File: src/rtl/ipsmacge_rxframing_if.sv
// GMII receive pins and framed byte stream of the GE MAC receive path.
`default_nettype none

interface ipsmacge_rxframing_if #(
  parameter int DAT_DW = 8,
  parameter int DAT_EW = 4
);
  logic [DAT_DW-1:0] gmii_rxd;
  logic              gmii_rxdv;
  logic              gmii_rxer;
  logic [DAT_DW-1:0] rx_odat;
  logic              rx_osop;
  logic              rx_oeop;
  logic              rx_ovld;
  logic [DAT_EW-1:0] rx_oerr;

  modport master (
    output gmii_rxd, gmii_rxdv, gmii_rxer,
    input  rx_odat, rx_osop, rx_oeop, rx_ovld, rx_oerr
  );

  modport slave (
    input  gmii_rxd, gmii_rxdv, gmii_rxer,
    output rx_odat, rx_osop, rx_oeop, rx_ovld, rx_oerr
  );
endinterface

`default_nettype wire

File: src/rtl/ipsmacge_rxframing.sv
// GMII receive framer: strips preamble/SFD and emits DA..FCS as a byte stream.
// Revision 1.0 - initial release.
`default_nettype none

module ipsmacge_rxframing #(
  parameter int DAT_DW   = 8,
  parameter int DAT_EW   = 4,
  parameter int LEN_W    = 14,
  parameter int MIN_LEN  = 64,
  parameter int PRE_FULL = 7
) (
  input  wire logic             rxclk,
  input  wire logic             rxrst_,
  input  wire logic [LEN_W-1:0] cfg_maxlen,
  ipsmacge_rxframing_if.slave   bus
);

  localparam int PRE_W = $clog2(PRE_FULL + 1);
  localparam logic [DAT_DW-1:0] PRE_BYTE = DAT_DW'(8'h55);
  localparam logic [DAT_DW-1:0] SFD_BYTE = DAT_DW'(8'hD5);

  typedef enum logic [1:0] {
    IDLE = 2'd0,
    PRE  = 2'd1,
    DATA = 2'd2,
    DROP = 2'd3
  } state_t;

  state_t            state, state_nx;

  logic [DAT_DW-1:0] in_d;
  logic              in_dv;
  logic              in_er;

  logic [DAT_DW-1:0] hold_d, hold_d_nx;
  logic              hold_er, hold_er_nx;
  logic              hold_sop, hold_sop_nx;

  logic [PRE_W-1:0]  pre_cnt, pre_cnt_nx;
  logic              short_pre, short_pre_nx;
  logic [LEN_W-1:0]  len_cnt, len_cnt_nx;
  logic              err_acc, err_acc_nx;

  logic [DAT_DW-1:0] out_dat, out_dat_nx;
  logic              out_sop, out_sop_nx;
  logic              out_eop, out_eop_nx;
  logic              out_vld, out_vld_nx;
  logic [DAT_EW-1:0] out_err, out_err_nx;

  logic              have_hold;
  logic [DAT_EW-1:0] frame_err;

  // len_cnt equals the index of the byte sitting in hold (0 means hold empty)
  assign have_hold = (len_cnt != '0);

  always_comb begin
    frame_err    = '0;
    frame_err[0] = err_acc;
    frame_err[1] = (len_cnt < LEN_W'(MIN_LEN));
    frame_err[3] = short_pre;
  end

  always_comb begin
    state_nx     = state;
    hold_d_nx    = hold_d;
    hold_er_nx   = hold_er;
    hold_sop_nx  = hold_sop;
    pre_cnt_nx   = pre_cnt;
    short_pre_nx = short_pre;
    len_cnt_nx   = len_cnt;
    err_acc_nx   = err_acc;
    out_dat_nx   = '0;
    out_sop_nx   = 1'b0;
    out_eop_nx   = 1'b0;
    out_vld_nx   = 1'b0;
    out_err_nx   = '0;

    case (state)
      IDLE: begin
        if (in_dv) begin
          if (in_d == PRE_BYTE) begin
            state_nx   = PRE;
            pre_cnt_nx = PRE_W'(1);
          end else begin
            state_nx = DROP;
          end
        end
      end

      PRE: begin
        if (!in_dv) begin
          state_nx = IDLE;
        end else if (in_er) begin
          state_nx = DROP;
        end else if (in_d == PRE_BYTE) begin
          if (pre_cnt < PRE_W'(PRE_FULL))
            pre_cnt_nx = pre_cnt + 1'b1;
        end else if (in_d == SFD_BYTE) begin
          state_nx     = DATA;
          short_pre_nx = (pre_cnt < PRE_W'(PRE_FULL));
          len_cnt_nx   = '0;
          err_acc_nx   = 1'b0;
        end else begin
          state_nx = DROP;
        end
      end

      DATA: begin
        if (!in_dv) begin
          state_nx = IDLE;
          if (have_hold) begin
            out_vld_nx = 1'b1;
            out_dat_nx = hold_d;
            out_sop_nx = hold_sop;
            out_eop_nx = 1'b1;
            out_err_nx = frame_err;
          end
        end else if (have_hold && (len_cnt == cfg_maxlen)) begin
          // frame already at the limit: close it on the held byte, drop the rest
          state_nx      = DROP;
          out_vld_nx    = 1'b1;
          out_dat_nx    = hold_d;
          out_sop_nx    = hold_sop;
          out_eop_nx    = 1'b1;
          out_err_nx    = frame_err;
          out_err_nx[2] = 1'b1;
        end else begin
          if (have_hold) begin
            out_vld_nx    = 1'b1;
            out_dat_nx    = hold_d;
            out_sop_nx    = hold_sop;
            out_err_nx[0] = hold_er;
          end
          hold_d_nx   = in_d;
          hold_er_nx  = in_er;
          hold_sop_nx = !have_hold;
          err_acc_nx  = err_acc | in_er;
          if (len_cnt != '1)
            len_cnt_nx = len_cnt + 1'b1;
        end
      end

      DROP: begin
        if (!in_dv)
          state_nx = IDLE;
      end

      default: state_nx = IDLE;
    endcase
  end

  always_ff @(posedge rxclk or negedge rxrst_) begin
    if (!rxrst_) begin
      state     <= IDLE;
      in_d      <= '0;
      in_dv     <= 1'b0;
      in_er     <= 1'b0;
      hold_d    <= '0;
      hold_er   <= 1'b0;
      hold_sop  <= 1'b0;
      pre_cnt   <= '0;
      short_pre <= 1'b0;
      len_cnt   <= '0;
      err_acc   <= 1'b0;
      out_dat   <= '0;
      out_sop   <= 1'b0;
      out_eop   <= 1'b0;
      out_vld   <= 1'b0;
      out_err   <= '0;
    end else begin
      state     <= state_nx;
      in_d      <= bus.gmii_rxd;
      in_dv     <= bus.gmii_rxdv;
      in_er     <= bus.gmii_rxer;
      hold_d    <= hold_d_nx;
      hold_er   <= hold_er_nx;
      hold_sop  <= hold_sop_nx;
      pre_cnt   <= pre_cnt_nx;
      short_pre <= short_pre_nx;
      len_cnt   <= len_cnt_nx;
      err_acc   <= err_acc_nx;
      out_dat   <= out_dat_nx;
      out_sop   <= out_sop_nx;
      out_eop   <= out_eop_nx;
      out_vld   <= out_vld_nx;
      out_err   <= out_err_nx;
    end
  end

  assign bus.rx_odat = out_dat;
  assign bus.rx_osop = out_sop;
  assign bus.rx_oeop = out_eop;
  assign bus.rx_ovld = out_vld;
  assign bus.rx_oerr = out_err;

endmodule

`default_nettype wire

File: src/flat_wrapper.sv
// flat-port wrapper written by rule: the top's interface ports become plain ports
module ipsmacge_rxframing_flat 
#(
  parameter int DAT_DW   = 8,
  parameter int DAT_EW   = 4,
  parameter int LEN_W    = 14,
  parameter int MIN_LEN  = 64,
  parameter int PRE_FULL = 7
)
  (rxclk, rxrst_, cfg_maxlen, bus_gmii_rxd, bus_gmii_rxdv, bus_gmii_rxer, bus_rx_odat, bus_rx_osop, bus_rx_oeop, bus_rx_ovld, bus_rx_oerr);
  ipsmacge_rxframing_if #(.DAT_DW(DAT_DW), .DAT_EW(DAT_EW)) bus_i ();
  input  wire logic rxclk;
  input  wire logic rxrst_;
  input  wire logic [LEN_W-1:0] cfg_maxlen;
  input wire logic [$bits(bus_i.gmii_rxd)-1:0] bus_gmii_rxd;
  input wire logic [$bits(bus_i.gmii_rxdv)-1:0] bus_gmii_rxdv;
  input wire logic [$bits(bus_i.gmii_rxer)-1:0] bus_gmii_rxer;
  output wire logic [$bits(bus_i.rx_odat)-1:0] bus_rx_odat;
  output wire logic [$bits(bus_i.rx_osop)-1:0] bus_rx_osop;
  output wire logic [$bits(bus_i.rx_oeop)-1:0] bus_rx_oeop;
  output wire logic [$bits(bus_i.rx_ovld)-1:0] bus_rx_ovld;
  output wire logic [$bits(bus_i.rx_oerr)-1:0] bus_rx_oerr;
  assign bus_i.gmii_rxd = bus_gmii_rxd;
  assign bus_i.gmii_rxdv = bus_gmii_rxdv;
  assign bus_i.gmii_rxer = bus_gmii_rxer;
  assign bus_rx_odat = bus_i.rx_odat;
  assign bus_rx_osop = bus_i.rx_osop;
  assign bus_rx_oeop = bus_i.rx_oeop;
  assign bus_rx_ovld = bus_i.rx_ovld;
  assign bus_rx_oerr = bus_i.rx_oerr;
  ipsmacge_rxframing #(.DAT_DW(DAT_DW), .DAT_EW(DAT_EW), .LEN_W(LEN_W), .MIN_LEN(MIN_LEN), .PRE_FULL(PRE_FULL)) u_core (.rxclk(rxclk), .rxrst_(rxrst_), .cfg_maxlen(cfg_maxlen), .bus(bus_i));
endmodule
File: config.mk
export PLATFORM = sky130hd
export DESIGN_NAME = ipsmacge_rxframing_flat
export DESIGN_NICKNAME = d
export VERILOG_FILES = /design/src/rtl/ipsmacge_rxframing_if.sv /design/src/rtl/ipsmacge_rxframing.sv /design/src/flat_wrapper.sv
export SDC_FILE = /design/constraint.sdc
export NUM_CORES = 1
export LEC_CHECK = 0
export BUFFER_PORTS_ARGS = -buffer_cell sky130_fd_sc_hd__buf_2
export CAP_MARGIN = 20
export CORE_MARGIN = 5
export CORE_UTILIZATION = 33
export DETAILED_ROUTE_END_ITERATION = 7
export GPL_TIMING_DRIVEN = 0
export PLACE_DENSITY = 0.57
export RECOVER_POWER = 25
export SLEW_MARGIN = 10
export SYNTH_ARGS = -nofsm -noshare
export SYNTH_HDL_FRONTEND = slang
export SYNTH_SLANG_ARGS = --single-unit
File: constraint.sdc
create_clock -name rxclk -period 5.9 [get_ports rxclk]
set_input_delay 0.59 -clock rxclk [delete_from_list [all_inputs] [get_ports rxclk]]
set_output_delay 0.59 -clock rxclk [all_outputs]
set_load 0.05 [all_outputs]
==> impl_results.md, run 1 <==
* Status: finished, final reports clean
* Clock skew at around 7.3 ps
* Inst Count DP at about 390
* M3 GR Usage at approximately 2.7%
* Via density at ~5.0
* RD Place Congestion at between 0.7 and 0.8
* H-tree depth at 2
* CTS buffer count at 5
* Yosys cell types at 55
* Maximum vdd ir drop at around 0.00012 V
* Final HPWL DP at approximately 4400 um
* Hold Path Stages at 1
* PwrDens at roughly 270 mW/mm2
* Max-Cap Viols at 0
* Synth Area in Compound Gates at 14.8%
* Diodes inserted at 0
* Critical Path AT at ~2400 ps
* Buffers on Ports at 40
* Mapped Area at around 0.0028 mm2
* Origin of the critical flop-to-flop path: u_core.len_cnt[12]$_DFFE_PN0P_
* Crit path kind: reg -> reg
* Synthesis-to-layout area growth at 15.7%
* Clock insertion delay at the later pin of the skew report at ~300 ps
* Leakage at between 0.001 and 0.0015 uW
* Placement Cell Area at about 0.0031 mm2
* Synth area leader: dfrtp_1
* Final setup viols at 0
* Fraction of synthesized area in multiplexers at roughly 4.9%
* GRT busiest layer: met2
* Commonest cells after routing, fill and taps aside: dfrtp_1 (56), buf_2 (43), inv_1 (15), xor2_1 (15), nand2_1 (15)
* Fin crit period at 2250 ps
* Post-synth EDFFs at 0
* Cell Count, Final, Fillers Out at about 400
* Vias in the first global route at 2055
* Hold_buf cts at 0
* Setup TNS at 0 ps
* Num ports at 41
* Setup slack, reg-to-reg at 3650 ps
* Warning count from the yosys run at 0
* Worst min path class: in -> reg
* Yosys reg bits at 56
* Area share of the largest cell type after synthesis at about half
* Die ar. at roughly 0.010 mm2
* Initial DRC count at a little under 80
* Clock transition at path regs at 100 ps
* Initial antenna violation count at 0
* RSZ-0062 raised after global routing: false
* Residual DRC at 0
* Post-synthesis xor/xnor area fraction at under 10%
* Commonest non-fill, non-tap cell in the layout: dfrtp_1
* Maximum clock rate at ~440 MHz
* GRT met2 Usage at approximately 20%
* TritonCTS clock tree: built
* Worst R2R Path Depth at 6
* Simple-Gate Fraction of Synth Area at a little under 20%
* Grt ovf at 0
* Global-route wire length before repair at 9980 um
* Routed WL per cell at ~15 um
* Top_reg_cell synth: dfrtp_1
* CORE AREA at approximately 0.008 mm2
* Share of cells above drive strength 1 at roughly 29%
* CTS Sinks at 56
* Final Hold Viols at 0
* Rel. slew slack at under 10%
* Worst Tran Pin Value at approximately 1400 ps
* Maximum fanout along the worst path at 10
* Total setup buffers inserted after CTS at 0
* Startpoint types: register
* Post-CTS Resized at 0
* Largest family of logic cells by synthesized area: simple AND/OR/NAND/NOR gates
* Gr usage total at between 10% and 20%
* Post-synth ARST share at 100%
* Final Cycle Share at between 30% and 40%
* Gate Count Post-Synth at about 240
* Clk buf depth at 2
* Via count at between 1.5k and 2k
* Adder-Cell Fraction of Synth Area at under 10%
* Max Slew Vio Count at 0
* Worst Hold Launch: bus_gmii_rxd[0]
* Reg2reg end: u_core.hold_d[2]$_DFFE_PN0P_
* # rows at 33
* Die width at 102 um
* Hold endpoint: u_core.in_d[0]$_DFF_PN0_
* Design area at 0.00323 mm2
* Clk root buf: clkbuf_8
* Die height at 102 um
* Mean post-synth cell area at approximately 12 um2
* Sequential share of the synthesized area at roughly half
* TritonRoute pass-1 iters at 4
* ANT nets after route at 0
* Worst Path Required at a little over 6000 ps
* Syn Nets at approximately 270
* Initial Utilization at between 30% and 40%
* # nets final at 319
* Post-Route WL at between 5000 and 6000 um
* Pin count of the biggest net entering global routing at 33
* Met1 Use GR at between 10% and 20%
* Crit path capture type: register
* Top cells by area, synth: dfrtp_1 (50%), xor2_1 (4.7%), mux2_4 (3.8%)
metrics by stage:
stage	hold slack, ps	utilization, %	worst slack, ps	power (uW)
after floorplan	294	-	3910	621
after global placement	464	38.0	3530	679
after detailed placement	467	38.3	3560	686
after CTS	281	39.4	3660	894
after global routing	357	39.3	3540	935
final	382	39.3	3650	882
flip-flops by register name, indices dropped and copies added (netlist names):
| name | flops |
|---|---|
| u_core.len_cnt | 14 |
| u_core.bus.rx_odat | 8 |
| u_core.hold_d | 8 |
| u_core.in_d | 8 |
| u_core.bus.rx_oerr | 4 |
| u_core.pre_cnt | 3 |
| u_core.state | 2 |
| u_core.bus.rx_oeop | 1 |
| u_core.bus.rx_osop | 1 |
| u_core.bus.rx_ovld | 1 |
| u_core.err_acc | 1 |
| u_core.hold_er | 1 |
| u_core.hold_sop | 1 |
| u_core.in_dv | 1 |
| u_core.in_er | 1 |
| u_core.short_pre | 1 |
where the power goes:
| part | internal (uW) | leakage (uW) | switching (uW) |
|---|---|---|---|
| Sequential | 426 | 0.000708 | 35.7 |
| Clock | 84.7 | 0.0000414 | 122 |
| Combinational | 87.6 | 0.000726 | 127 |
per-layer routing:
metal,part of all wire (%),wire (um),up-vias
li1,-,-,969
met1,48,2830,977
met2,47,2760,27
met3,3.7,220,6
met4,1.2,73,0
met5,0,0,-
synthesized netlist by cell type, types with 4 or more instances:
master     number
a21oi_1         6
a2bb2oi_2       5
and2_1         12
and3_1          7
buf_2           4
dfrtp_1        56
inv_1          15
mux2_4          7
nand2_1        15
nand3_1         5
nand4_1         4
nor2_1         11
o211ai_1        8
o21ai_0        12
xor2_1         15
worst max-delay path, cell delays in order (launching register included):
cell,delay (ps)
dfrtp_1,470
nor4_1,480
and4_1,320
inv_1,170
a21oi_4,200
buf_6,190
mux2_4,310
how the worst max path moves through the flow:
stage | slack (ps) | startpoint | to | cells after the start
finish | 3650 | u_core.len_cnt[12]$_DFFE_PN0P_ | u_core.hold_d[2]$_DFFE_PN0P_ | 6
global route | 3540 | u_core.len_cnt[12]$_DFFE_PN0P_ | u_core.hold_d[2]$_DFFE_PN0P_ | 6
CTS | 3660 | u_core.len_cnt[12]$_DFFE_PN0P_ | u_core.hold_d[2]$_DFFE_PN0P_ | 6
detailed placement | 3560 | cfg_maxlen[13] | u_core.len_cnt[5]$_DFFE_PN0P_ | 7
global placement | 3530 | cfg_maxlen[13] | u_core.len_cnt[3]$_DFFE_PN0P_ | 7
floorplan | 3910 | cfg_maxlen[6] | u_core.hold_d[0]$_DFFE_PN0P_ | 7
cell type report:
cell class                      instances  area [um2]
Inverter                               15        56.3
Tap cell                              105         131
Buffer                                 10        70.1
Multi-Input combinational cell        161        1270
Fill cell                             808        4980
Timing Repair Buffer                   41         219
Sequential cell                        56        1400
Clock inverter                          2        16.3
Clock buffer                            6        72.6
cell families after synthesis:
| family | count (synthesis) |
|---|---|
| muxes | 10 |
| adders and majority gates | 3 |
| DFF | 56 |
| xor gates and xnor gates | 15 |
| buffers and inverters | 25 |
| and+or+nand+nor | 83 |
| AOI/OAI and AO/OA | 50 |
(Power assumes the default switching activity.)
==> inputs of run 2 (changes only) <==
PLACE_DENSITY = 0.59   (was 0.57)
clock period = 1.8 ns   (was 5.9 ns; I/O delays follow)
==> run 2 against run 1 <==
Effect of this change: the run now ends with setup timing left; worst hold slack better by 110 ps; utilization up 7.9 points; sequential cell count unchanged; first-iteration DRC count up 28%; worst setup slack worse by 3900 ps; critical path depth unchanged; highest routed layer unchanged; routed wire length up 17%; largest cell class is now multi-input combinational cells; fmax up 9.5%; total power rose to 3.7 times the previous value.
==> impl_results.md, run 2 (synthesized netlist as in run 1, its figures left out) <==
* Worst Path Required at approximately 2000 ps
* Via density at just over 5
* Clock insertion delay at the later pin of the skew report at between 300 and 400 ps
* Num ports at between 40 and 50
* Status: complete, but fails checks
* Post-layout util at between 40% and 50%
* Final Hold Viols at 0
* Die height at between 100 and 150 um
* Failing checks: setup timing
* Worst Setup Slack, final at -252 ps
* Cell Count, Final, Fillers Out at 439
* Maximum fanout along the worst path at 7
* Multi-input gate area at approximately 0.0014 mm2
* ANT nets after route at 0
* Final setup viols at 30
* Global-route wire length before repair at between 10000 and 15000 um
* Gr usage total at 13.7%
* Maximum vdd ir drop at ~0.00038 V
* Clk root buf: clkbuf_8
* Routed WL per cell at around 16 um
* Initial antenna violation count at 0
* Net switching power at approximately 1000 uW
* CORE AREA at a little over 0.008 mm2
* Inst Count DP at between 300 and 400
* Residual DRC at 0
* CTS buffer count at 5
* Worst min path class: reg -> reg
* Grt ovf at 0
* Seq pwr share at 46.6%
* WHS at approximately 490 ps
* Sw frac at between 30% and 40%
* Via count at between 2k and 2.5k
* Vias in the first global route at around 2.3k
* RD Place Congestion at between 0.8 and 0.9
* Clock transition at path regs at 110 ps
* # nets final at 362
* Comb pwr share at approximately 28%
* Die width at between 100 and 150 um
* Share of cells above drive strength 1 at 44.0%
* Max FFs per register at 14
* Buffers on Ports at 40
* Pin count of the biggest net entering global routing at 35
* Fillers at 724
* Initial Utilization at between 30% and 40%
* Worst Tran Pin Value at between 1000 and 1500 ps
* Post-Route WL at roughly 7000 um
* RSZ-0062 raised after global routing: true
* Final Cycle Share at 114%
* Max-Cap Viols at 0
* Leakage at between 0.0015 and 0.002 uW
* # rows at 33
* Startpoint types: register
* Final Power at 3270 uW
* Synthesis-to-layout area growth at 38.9%
* FF+latch area at between 0.001 and 0.0015 mm2
* H-tree depth at 2
* Diodes inserted at 0
* Biggest register: u_core.len_cnt
* Max Slew Vio Count at 0
* Initial DRC count at 100
* Hold Path Stages at 1
* Clk buf depth at 2
* TritonCTS clock tree: built
* P_int at about 2200 uW
* Fin crit period at 2050 ps
* Rel. slew slack at 11.7%
* Critical Path AT at around 2300 ps
* Clock share of power at around a quarter
* Commonest cells after routing, fill and taps aside: dfrtp_1 (45), buf_2 (39), buf_4 (24), inv_1 (14), nand2_1 (14)
* CTS Sinks at 56
* Commonest non-fill, non-tap cell in the layout: dfrtp_1
* Final HPWL DP at approximately 4200 um
* Crit path kind: reg -> reg
* Worst R2R Path Depth at 6
* TritonRoute pass-1 iters at 4
* Die ar. at between 0.01 and 0.015 mm2
* Maximum clock rate at 487 MHz
* Crit path capture type: register
* PwrDens at 844 mW/mm2
* Clock skew at approximately 14 ps
[run 2: final cells by class]
class,instances,share of cell area (%)
repair buffers,86,16.6
inverters,15,1.58
plain buffers,8,1.81
clock inverters,2,1.00
flip-flops and latches,56,36.5
well taps,105,3.39
multi-input cells,161,37.3
clock buffers,6,1.87
[run 2: stage by stage]
stage                     setup WS (ps)  area (um2)  TNS (ps)
final                              -252        3880     -4790
after global routing               -292        3880     -7160
after CTS                          -192        3780     -4220
after detailed placement           -364        3150     -7750
after global placement             -385        3130     -7870
after floorplan                   -39.9        2800      -280
[run 2: final timing paths]
kind,startpoint,slack (ps),to
max in group asynchronous,rxrst_,250,u_core.len_cnt[2]$_DFFE_PN0P_
max,u_core.len_cnt[11]$_DFFE_PN0P_,-250,u_core.hold_d[6]$_DFFE_PN0P_
min in group asynchronous,rxrst_,690,u_core.pre_cnt[2]$_DFFE_PN0P_
min reg2reg,u_core.hold_d[6]$_DFFE_PN0P_,490,u_core.bus.rx_odat[6]$_DFF_PN0_
max reg2reg,u_core.len_cnt[11]$_DFFE_PN0P_,-250,u_core.hold_d[6]$_DFFE_PN0P_
min,u_core.hold_d[6]$_DFFE_PN0P_,490,u_core.bus.rx_odat[6]$_DFF_PN0_
[run 2: critical path, stage by stage, from the launching register on]
cell	delay, ps
dfrtp_2	460
nor4_4	340
and4_4	330
inv_6	70
a21oi_4	270
buf_8	170
mux2_4	290
[run 2: power groups by stage]
| stage | logic (uW) | clock network [uW] | registers [uW] |
|---|---|---|---|
| after floorplan | 432 | 0 | 1600 |
| after global placement | 688 | 0 | 1530 |
| after detailed placement | 703 | 0 | 1540 |
| after CTS | 877 | 864 | 1510 |
| after global routing | 979 | 915 | 1540 |
| final | 906 | 842 | 1530 |
[run 2: timing repair]
item / in CTS / in global routing
gates resized for setup: 47 / 17
endpoints found under the hold margin: 32 / 0
hold buffers: 11 / 0
pin swaps: 25 / 12
setup endpoints to repair: 30 / 32
buffers inserted: 29 / 4
cloned: 1 / 0
[run 2: layer usage]
metal | track usage [%] | up-vias | part of all wire [%]
met2 | 22.2 | 60 | 50
met4 | 6.46 | 0 | 2.9
met3 | 2.18 | 14 | 5.2
met1 | 17.9 | 1117 | 42
met5 | 0 | - | 0
li1 | - | 1048 | -
==> inputs of run 3 (changes only) <==
--- a/config.mk
+++ b/config.mk
@@ -6,4 +6,5 @@
 export NUM_CORES = 1
 export LEC_CHECK = 0
+export ABC_AREA = 0
 export BUFFER_PORTS_ARGS = -buffer_cell sky130_fd_sc_hd__buf_2
 export CAP_MARGIN = 20
==> constraint.sdc (replaced) <==
create_clock -name rxclk -period 1.8 [get_ports rxclk]
set_input_delay 0.36 -clock rxclk [delete_from_list [all_inputs] [get_ports rxclk]]
set_output_delay 0.36 -clock rxclk [all_outputs]
set_load 0.05 [all_outputs]
==> run 3 against run 2 <==
Effect of this change: the run still ends with setup timing left; largest power group unchanged; cell count decreased by 2.3%; sequential power about the same; first-iteration DRC count increased by 3.0%; combinational power decreased by 2%; fmax increased by 0.77%; sequential share of layout area increased by 0.79 points; utilization decreased by 1.0 points; sequential cell count unchanged; routed wire length decreased by 1.4%; worst hold slack got worse by 340 ps; via count decreased by 1.7%; total power decreased by 0.22%.
==> impl_results.md, run 3 (synthesized netlist as in run 1, its figures left out) <==
* Status: complete, but fails checks
* Failing checks: setup timing
* CTS Sinks at between 50 and 60
* Share of cells above drive strength 1 at 46.6%
* Worst Setup Slack, final at -236 ps
* Final HPWL DP at roughly 4200 um
* Initial Utilization at between 30% and 40%
* Clock skew at 13.7 ps
* Clock insertion delay at the later pin of the skew report at about 320 ps
* RD Place Congestion at about 0.84
* Grt ovf at 0
* Startpoint types: register
* Placement Cell Area at ~0.0031 mm2
* Num ports at between 40 and 50
* Critical Path AT at around 2200 ps
* CTS buffer count at 5
* Fin crit period at ~2000 ps
* TritonRoute pass-1 iters at 4
* P_int at about 2200 uW
* Crit path kind: reg -> reg
* Initial DRC count at roughly 100
* Global-route wire length before repair at around 11000 um
* Vias in the first global route at 2206
* Gr usage total at between 10% and 20%
* RSZ-0062 raised after global routing: true
* TritonCTS clock tree: built
* Clock share of power at 25.8%
* Worst min path class: in -> reg
* Seq pwr share at ~47%
* Die ar. at around 0.010 mm2
* Sw frac at 31.6%
* Met1 WL at about 2900 um
* Design area at 0.00380 mm2
* Final Cycle Share at 113%
* Die width at just over 100 um
* Worst Tran Pin Value at approximately 1300 ps
* # nets final at 352
* Biggest register: u_core.len_cnt
* Maximum fanout along the worst path at 7
* Clk buf depth at 2
* Net switching power at roughly 1000 uW
* Rel. slew slack at 12.3%
* Buffers on Ports at 40
* Routed wl met3 at approximately 360 um
* Initial antenna violation count at 0
* Worst Path Required at about 2000 ps
* Clock transition at path regs at about 110 ps
* # rows at 33
* Commonest cells after routing, fill and taps aside: dfrtp_1 (45), buf_2 (40), buf_4 (25), inv_1 (14), nand2_1 (14)
* Pin count of the biggest net entering global routing at 35
* Maximum clock rate at approximately 490 MHz
* Max Slew Vio Count at 0
* Routed WL per cell at between 15 and 20 um
* Final setup viols at 31
* Max-Cap Viols at 0
* CORE AREA at ~0.008 mm2
* Crit path capture type: register
* Clk root buf: clkbuf_8
* Routed wl met2 at 3320 um
* Highest Signal Layer: met4
* Residual DRC at 0
* Max FFs per register at 14
* Diodes inserted at 0
* Synthesis-to-layout area growth at 35.9%
* PwrDens at between 800 and 900 mW/mm2
* Leakage at roughly 0.0017 uW
* Maximum vdd ir drop at between 0.0003 and 0.0004 V
* WHS at between 100 and 150 ps
* Via density at 5.13
* ANT nets after route at 0
* Post-Route WL at 6790 um
* Die height at 102 um
* H-tree depth at 2
* Commonest non-fill, non-tap cell in the layout: dfrtp_1
* Comb pwr share at between 20 and 30%
* Final Hold Viols at 0
* Via count at roughly 2.2k
## run 3: changes by cell type in the layout (fill, tap and decap cells not counted), sizes merged
| cell | delta |
|---|---|
| dlygate4sd3 | -11 |
| buf | +1 |
## run 3: repair_timing
item                                    CTS  global route
resized for setup                        47            20
pin swaps                                25            14
gates cloned                              1             0
setup buffers                            29             5
endpoints found under the setup margin   30            32
hold buffers                              0             0
endpoints found under the hold margin     0             0
## run 3: path summary, 6_finish.rpt
| kind | start | endpoint | slack (ps) | cells after the start |
|---|---|---|---|---|
| max | u_core.len_cnt[11]$_DFFE_PN0P_ | u_core.hold_d[3]$_DFFE_PN0P_ | -240 | 6 |
| min | bus_gmii_rxd[1] | u_core.in_d[1]$_DFF_PN0_ | 140 | 1 |
| max reg2reg | u_core.len_cnt[11]$_DFFE_PN0P_ | u_core.hold_d[3]$_DFFE_PN0P_ | -240 | 6 |
| min reg2reg | u_core.hold_d[6]$_DFFE_PN0P_ | u_core.bus.rx_odat[6]$_DFF_PN0_ | 490 | 1 |
| max in group asynchronous | rxrst_ | u_core.len_cnt[2]$_DFFE_PN0P_ | 620 | 1 |
| min in group asynchronous | rxrst_ | u_core.pre_cnt[2]$_DFFE_PN0P_ | 320 | 1 |
## run 3: area by class of cell
cell class	count	area, um2
Buffer	8	70.1
Clock buffer	6	72.6
Clock inverter	2	38.8
Fill cell	737	4420
Inverter	15	58.8
Multi-Input combinational cell	161	1470
Sequential cell	56	1420
Tap cell	105	131
Timing Repair Buffer	76	541
## run 3: per-layer routing
metal | GRT usage [%] | up-vias
met5 | 0 | -
li1 | - | 1029
met1 | 17.5 | 1094
met4 | 6.16 | 0
met3 | 2.32 | 17
met2 | 21.6 | 62
## run 3: power groups by stage
stage	logic (uW)	clock network [uW]	registers, uW
detailed placement	703	0	1540
global route	964	915	1550
global placement	688	0	1530
CTS	858	864	1510
floorplan	432	0	1600
finish	890	844	1530
## run 3: through the flow
step	TNS (ps)	power (uW)	setup WS [ps]	util (%)	instances
floorplan	-280	2040	-39.9	-	242
global placement	-7900	2220	-388	38.1	387
detailed placement	-7750	2240	-364	38.3	388
CTS	-4220	3230	-192	44.6	425
global route	-6960	3430	-288	46.2	429
finish	-4880	3270	-236	46.2	429
## run 3: critical path, cell delays in order, from the launching register on
cell and delay [ps]:
dfrtp_2 470, nor4_4 340, and4_4 320, inv_4 80, a21oi_4 240, clkbuf_16 190
mux2_4 290
